### src/rtl/sobel_pkg.sv
// rtl/sobel_pkg.sv - shared image geometry defaults, coordinate width and source FSM states
package sobel_pkg;

  localparam int IMG_WIDTH_DEF  = 960;
  localparam int IMG_HEIGHT_DEF = 540;
  localparam int COORD_W        = 10;

  // Raster source states; the blank state is only reachable when line blanking is compiled in
  typedef enum logic [1:0] {
    ST_IDLE   = 2'd0,
    ST_ACTIVE = 2'd1,
    ST_HBLANK = 2'd2,
    ST_DRAIN  = 2'd3
  } src_state_t;

endpackage

### src/rtl/raster_counter.sv
// rtl/raster_counter.sv - x/y/linear-address raster counters with line-end and frame-end flags
module raster_counter
  import sobel_pkg::*;
#(
  parameter int IMG_WIDTH  = IMG_WIDTH_DEF,
  parameter int IMG_HEIGHT = IMG_HEIGHT_DEF,
  parameter int ADDR_W     = 20
) (
  input  logic               clk,
  input  logic               rst_n,
  input  logic               clr,
  input  logic               en,
  output logic [COORD_W-1:0] x_cnt,
  output logic [COORD_W-1:0] y_cnt,
  output logic [ADDR_W-1:0]  addr,
  output logic               line_end,
  output logic               frame_end
);

  localparam logic [COORD_W-1:0] X_LAST = COORD_W'(IMG_WIDTH - 1);
  localparam logic [COORD_W-1:0] Y_LAST = COORD_W'(IMG_HEIGHT - 1);

  assign line_end  = (x_cnt == X_LAST);
  assign frame_end = line_end && (y_cnt == Y_LAST);

  // Advance one pixel per enabled cycle; the last pixel of the frame wraps everything to zero
  always_ff @(posedge clk or negedge rst_n) begin
    if (!rst_n) begin
      x_cnt <= '0;
      y_cnt <= '0;
      addr  <= '0;
    end else if (clr || (en && frame_end)) begin
      x_cnt <= '0;
      y_cnt <= '0;
      addr  <= '0;
    end else if (en) begin
      addr <= addr + 1'b1;
      if (line_end) begin
        x_cnt <= '0;
        y_cnt <= y_cnt + 1'b1;
      end else begin
        x_cnt <= x_cnt + 1'b1;
      end
    end
  end

endmodule

### src/rtl/frame_stream_source.sv
// rtl/frame_stream_source.sv - raster-scan pixel source for the Sobel stage; FRAME_SRC_HBLANK_EN adds inter-line blanking
module frame_stream_source
  import sobel_pkg::*;
#(
  parameter int IMG_WIDTH  = IMG_WIDTH_DEF,
  parameter int IMG_HEIGHT = IMG_HEIGHT_DEF,
  parameter int ADDR_W     = 20,
  parameter int HBLANK     = 4
) (
  input  logic               clk,
  input  logic               rst_n,
  input  logic               start,
  input  logic               hold,
  output logic               mem_rd_en,
  output logic [ADDR_W-1:0]  mem_addr,
  input  logic [7:0]         mem_rd_data,
  output logic [7:0]         pixel_out,
  output logic [COORD_W-1:0] x_pos,
  output logic [COORD_W-1:0] y_pos,
  output logic               valid_out,
  output logic               busy,
  output logic               frame_done
);

  // Reject geometries the counters and address bus cannot represent
  if (IMG_WIDTH < 2 || IMG_WIDTH > 1024 || IMG_HEIGHT < 2 || IMG_HEIGHT > 1024 ||
      HBLANK < 1 || HBLANK > 255 || ADDR_W < 1 || ADDR_W > 30 ||
      (1 << ADDR_W) < IMG_WIDTH * IMG_HEIGHT) begin : g_bad_params
    $error("frame_stream_source: illegal parameter combination");
  end

  src_state_t state, state_nxt;

  logic               cnt_clr;
  logic [COORD_W-1:0] x_cnt, y_cnt;
  logic               line_end, frame_end;

  logic               s1_valid, s1_last;
  logic [COORD_W-1:0] s1_x, s1_y;

  raster_counter #(
    .IMG_WIDTH (IMG_WIDTH),
    .IMG_HEIGHT(IMG_HEIGHT),
    .ADDR_W    (ADDR_W)
  ) u_raster_counter (
    .clk      (clk),
    .rst_n    (rst_n),
    .clr      (cnt_clr),
    .en       (mem_rd_en),
    .x_cnt    (x_cnt),
    .y_cnt    (y_cnt),
    .addr     (mem_addr),
    .line_end (line_end),
    .frame_end(frame_end)
  );

`ifdef FRAME_SRC_HBLANK_EN
  localparam logic [7:0] BLANK_LAST = 8'(HBLANK - 1);
  logic [7:0] blank_cnt;

  // Count non-held cycles spent in line blanking; restart from zero on every entry
  always_ff @(posedge clk or negedge rst_n) begin
    if (!rst_n) begin
      blank_cnt <= '0;
    end else if (state != ST_HBLANK) begin
      blank_cnt <= '0;
    end else if (!hold) begin
      blank_cnt <= blank_cnt + 1'b1;
    end
  end
`endif

  // State register
  always_ff @(posedge clk or negedge rst_n) begin
    if (!rst_n) begin
      state <= ST_IDLE;
    end else begin
      state <= state_nxt;
    end
  end

  // Next state, read strobe and counter clear
  always_comb begin
    state_nxt = state;
    mem_rd_en = 1'b0;
    cnt_clr   = 1'b0;
    case (state)
      ST_IDLE: begin
        if (start) begin
          state_nxt = ST_ACTIVE;
          cnt_clr   = 1'b1;
        end
      end
      ST_ACTIVE: begin
        mem_rd_en = !hold;
        if (!hold) begin
          if (frame_end) begin
            state_nxt = ST_DRAIN;
          end
`ifdef FRAME_SRC_HBLANK_EN
          else if (line_end) begin
            state_nxt = ST_HBLANK;
          end
`endif
        end
      end
`ifdef FRAME_SRC_HBLANK_EN
      ST_HBLANK: begin
        if (!hold && blank_cnt == BLANK_LAST) begin
          state_nxt = ST_ACTIVE;
        end
      end
`endif
      ST_DRAIN: begin
        // frame_done is the registered last-pixel strobe, so leave as it is presented
        if (frame_done) begin
          state_nxt = ST_IDLE;
        end
      end
      default: state_nxt = ST_IDLE;
    endcase
  end

  assign busy = (state != ST_IDLE);

  // Stage 1: remember which reads were issued and for which coordinate
  always_ff @(posedge clk or negedge rst_n) begin
    if (!rst_n) begin
      s1_valid <= 1'b0;
      s1_last  <= 1'b0;
      s1_x     <= '0;
      s1_y     <= '0;
    end else begin
      s1_valid <= mem_rd_en;
      s1_last  <= mem_rd_en && frame_end;
      s1_x     <= x_cnt;
      s1_y     <= y_cnt;
    end
  end

  // Stage 2: capture returned data alongside its coordinate; outputs hold during bubbles
  always_ff @(posedge clk or negedge rst_n) begin
    if (!rst_n) begin
      valid_out  <= 1'b0;
      frame_done <= 1'b0;
      pixel_out  <= '0;
      x_pos      <= '0;
      y_pos      <= '0;
    end else begin
      valid_out  <= s1_valid;
      frame_done <= s1_last;
      if (s1_valid) begin
        pixel_out <= mem_rd_data;
        x_pos     <= s1_x;
        y_pos     <= s1_y;
      end
    end
  end

endmodule

### config.mk
export PLATFORM = sky130hd
export DESIGN_NAME = frame_stream_source
export DESIGN_NICKNAME = d
export VERILOG_FILES = /design/src/rtl/sobel_pkg.sv /design/src/rtl/raster_counter.sv /design/src/rtl/frame_stream_source.sv
export SDC_FILE = /design/constraint.sdc
export NUM_CORES = 1
export LEC_CHECK = 0
export CAP_MARGIN = 10
export CORE_MARGIN = 2
export CORE_UTILIZATION = 40
export DETAILED_ROUTE_END_ITERATION = 6
export DONT_BUFFER_PORTS = 1
export PLACE_DENSITY = 0.68
export SLEW_MARGIN = 10
export SYNTH_ARGS = -nofsm -noshare
export SYNTH_HDL_FRONTEND = slang
export SYNTH_SLANG_ARGS = --single-unit
### constraint.sdc
create_clock -name clk -period 1.8 [get_ports clk]
set_input_delay 0.27 -clock clk [delete_from_list [all_inputs] [get_ports clk]]
set_output_delay 0.27 -clock clk [all_outputs]
set_load 0.05 [all_outputs]
==> flow_summary.yaml <==
outcome:
  outcome: "complete, but fails checks"
  violations: "hold timing"
power_and_ir_drop:
  power.share.clock_pct: 26.9
  vdd_drop_max_mv: 0.394
  power.internal_uw: 3400
  power_frac_comb_pct: 17.5
  p_sw_share_pct: 34.0
  seqPwrFrac_pct: 55.6
  power_density_nw_per_um2: 1080
  power_switching_uw: 1750
  leakagePower_uw: 0.00206
clocking:
  cts.clk_slew.worst_paths_ps: 90
  cts-buffers-inserted: 9
  clk_latency_ps: 360
  root_buffer: "clkbuf_8"
  cts_tree: "built"
  clockBufferDepth: 2
  cts_sinks: 94
  cts.htree.levels: 3
floorplan:
  start_util_pct: 41.2
  die-width_um: 104
  die_h_um: 104
  num_rows: 36
  pin_count: 64
  core_um2: 9730
  dieArea_um2: 10800
grt:
  grt_max_degree: 95
  gr-total-overflow: 0
  gr-usage-all-layers_pct: 15.6
  grt_pass1_wl_mm: 13.6
  grt_pass1_vias: 2749
  antenna_found_initial: 0
route:
  vias: 2874
  viasPerCell: 5.51
  wire_per_inst_um: 15.8
  initialDrtViolationCount: 127
  first_pass_iters: 4
  wirelength_mm: 8.23
  drc: 0
  ant_nets: 0
layout:
  final_util_pct: 49.0
  final_nets: 399
  layout_common_cells: "dfrtp_1 (91), buf_4 (48), mux2_2 (28)"
  syn_to_final_growth_pct: 18.9
  layout-drive-gt1-share_pct: 30.3
  diodes: 0
  num-fill-cells: 886
  mostFrequentLayoutCell: "dfrtp_1"
  seq_area_um2: 2360
  final_cells: 522
  multiInputGateArea_um2: 1630
setup_path:
  worstSetupEndpoint: "u_raster_counter.addr[10]"
  cp-end-kind: "flop"
  r2r-start: "state[1]"
  worstPathRequired_ps: 2100
  crit_start: "state[1]"
  critPathMaxFanout: 14
  reg2reg_slack_ps: 40
  reg2reg_depth: 5
  r2r-end: "u_raster_counter.addr[10]"
  cp-start-kind: "flop"
  arrival_ps: 2050
  critical_path_class: "reg2reg"
logic_synthesis:
  yosys-top-cells-area: "dfrtp_1 (59%), mux2_2 (7.9%), nand3_1 (3.2%), o31ai_1 (3.0%), or4_1 (3.0%)"
  synth.avg_cell_area_um2: 11.8
  synth.net_count: 355
  ys_seq_area_share_pct: 58.7
  yosysTopAreaCellShare_pct: 58.7
  syn_area_um2: 4010
  ys_warn_count: 0
  synth-edff-count: 0
  synth_flop_cell: "dfrtp_1"
  synthArstFlopShare_pct: 100
  synthCells: 340
  ys_types: 45
  yosysTopAreaCell: "dfrtp_1"
  synth-seq-cells: 94
timing:
  finClkSkew_ps: 8.53
  fin_crit_ps: 1760
  period_share_pct: 97.5
  worst_pin_slew_ps: 528
  drv_slew: 0
  fin_ws_ps: 44.4
  finalHoldViolations: 94
  relSlewSlack_pct: 64.8
  max_freq_ghz: 0.570
  finalSetupViolCount: 0
  hold_ws_ps: -407
  tns_ps: 0
job:
  drv_cap: 0
place:
  hpwl_mm: 5.51
  post-place-ws_ps: -18.0
  place_inst: 503
  portBuffers: 0
  gp_congestion: 0.814
min_path:
  worstHoldPathType: "in2async"
[per-stage QoR]
| stage | total power (uW) | area (um2) | hold slack [ps] |
|---|---|---|---|
| floorplan | 3490 | 4020 | -25.6 |
| global placement | 3760 | 4470 | -23.1 |
| detailed placement | 3790 | 4470 | -23.4 |
| CTS | 5190 | 4680 | -431 |
| global route | 5410 | 4760 | -432 |
| finish | 5140 | 4760 | -407 |
[worst max-delay path, stage by stage, from the launching register on]
cell      delay, ps
dfrtp_1         430
buf_6           170
nand3b_1        190
a21o_4          240
or4_4           520
a21oi_2         140
[cells in the mapped netlist, types with 2 or more instances]
master,number
or4_1,16
nand2b_1,4
nor3_1,2
xnor2_1,6
and3_1,6
ha_1,3
a21o_1,2
dfrtp_1,94
a211oi_1,4
nand2_1,20
inv_1,6
o21ai_0,10
clkbuf_1,8
and4_1,2
buf_4,2
o31ai_1,16
or3_1,6
o2111ai_1,7
and2_1,2
nand3_1,26
a21oi_1,21
buf_1,2
nor2_1,9
or2_2,4
mux2_2,28
nand4_1,5
nand3b_1,2
buf_2,5
o211ai_1,6
[area by class of cell]
| class | instances | area share, % |
|---|---|---|
| Multi-Input combinational cell | 223 | 34.2 |
| Tap cell | 133 | 3.49 |
| Inverter | 6 | 0.473 |
| Sequential cell | 94 | 49.4 |
| Timing Repair Buffer | 50 | 8.22 |
| Clock buffer | 11 | 2.97 |
| Clock inverter | 5 | 1.23 |
[cell families after synthesis]
family / share of synthesized area [%]
xor gates and xnor gates: 1.31
muxes: 7.87
adders and majority gates: 0.937
and+or+nand+nor: 16.0
AOI/OAI and AO/OA: 12.5
buffers and inverters: 2.78
DFF: 58.7
[state kept, by name (all words and copies together), names as in the netlist]
register and cells:
u_raster_counter.addr 20, s1_valid 1, state 2, u_raster_counter.x_cnt 10, valid_out 1, frame_done 1, s1_x 10, s1_y 10
s1_last 1, u_raster_counter.y_cnt 10, pixel_out 8, y_pos 10, x_pos 10
[power groups by stage]
stage	Combinational [uW]	Sequential [uW]	Clock, uW
floorplan	365	3120	0
global placement	856	2900	0
detailed placement	874	2910	0
CTS	879	2870	1440
global route	973	2900	1540
finish	898	2860	1380
[worst min path at each step]
| stage | to | slack (ps) | cells past startpoint |
|---|---|---|---|
| 6_report | y_pos[0] | -410 | 0 |
| 2_1_floorplan | frame_done | -30 | 0 |
| 3_5_place_dp | s1_y[0] | -20 | 0 |
| 5_1_grt | s1_y[0] | -430 | 0 |
| 4_1_cts | u_raster_counter.addr[15] | -430 | 0 |
| 3_3_place_gp | y_pos[0] | -20 | 0 |
[layer usage]
metal  track usage, %  part of all wire (%)
met4             7.92                   2.6
met3             6.08                   6.6
met2             23.4                    46
met5                0                     0
met1             19.5                    44
[what timing repair did]
item                       4_1_cts  5_1_grt
pin swaps                        0        3
setup endpoints to repair        5       31
gates cloned                     0        1
hold endpoints to repair        94       94
gates resized for setup          3       16
buffers inserted                 0        2
Note: power is estimated with default switching activity, not from simulation.
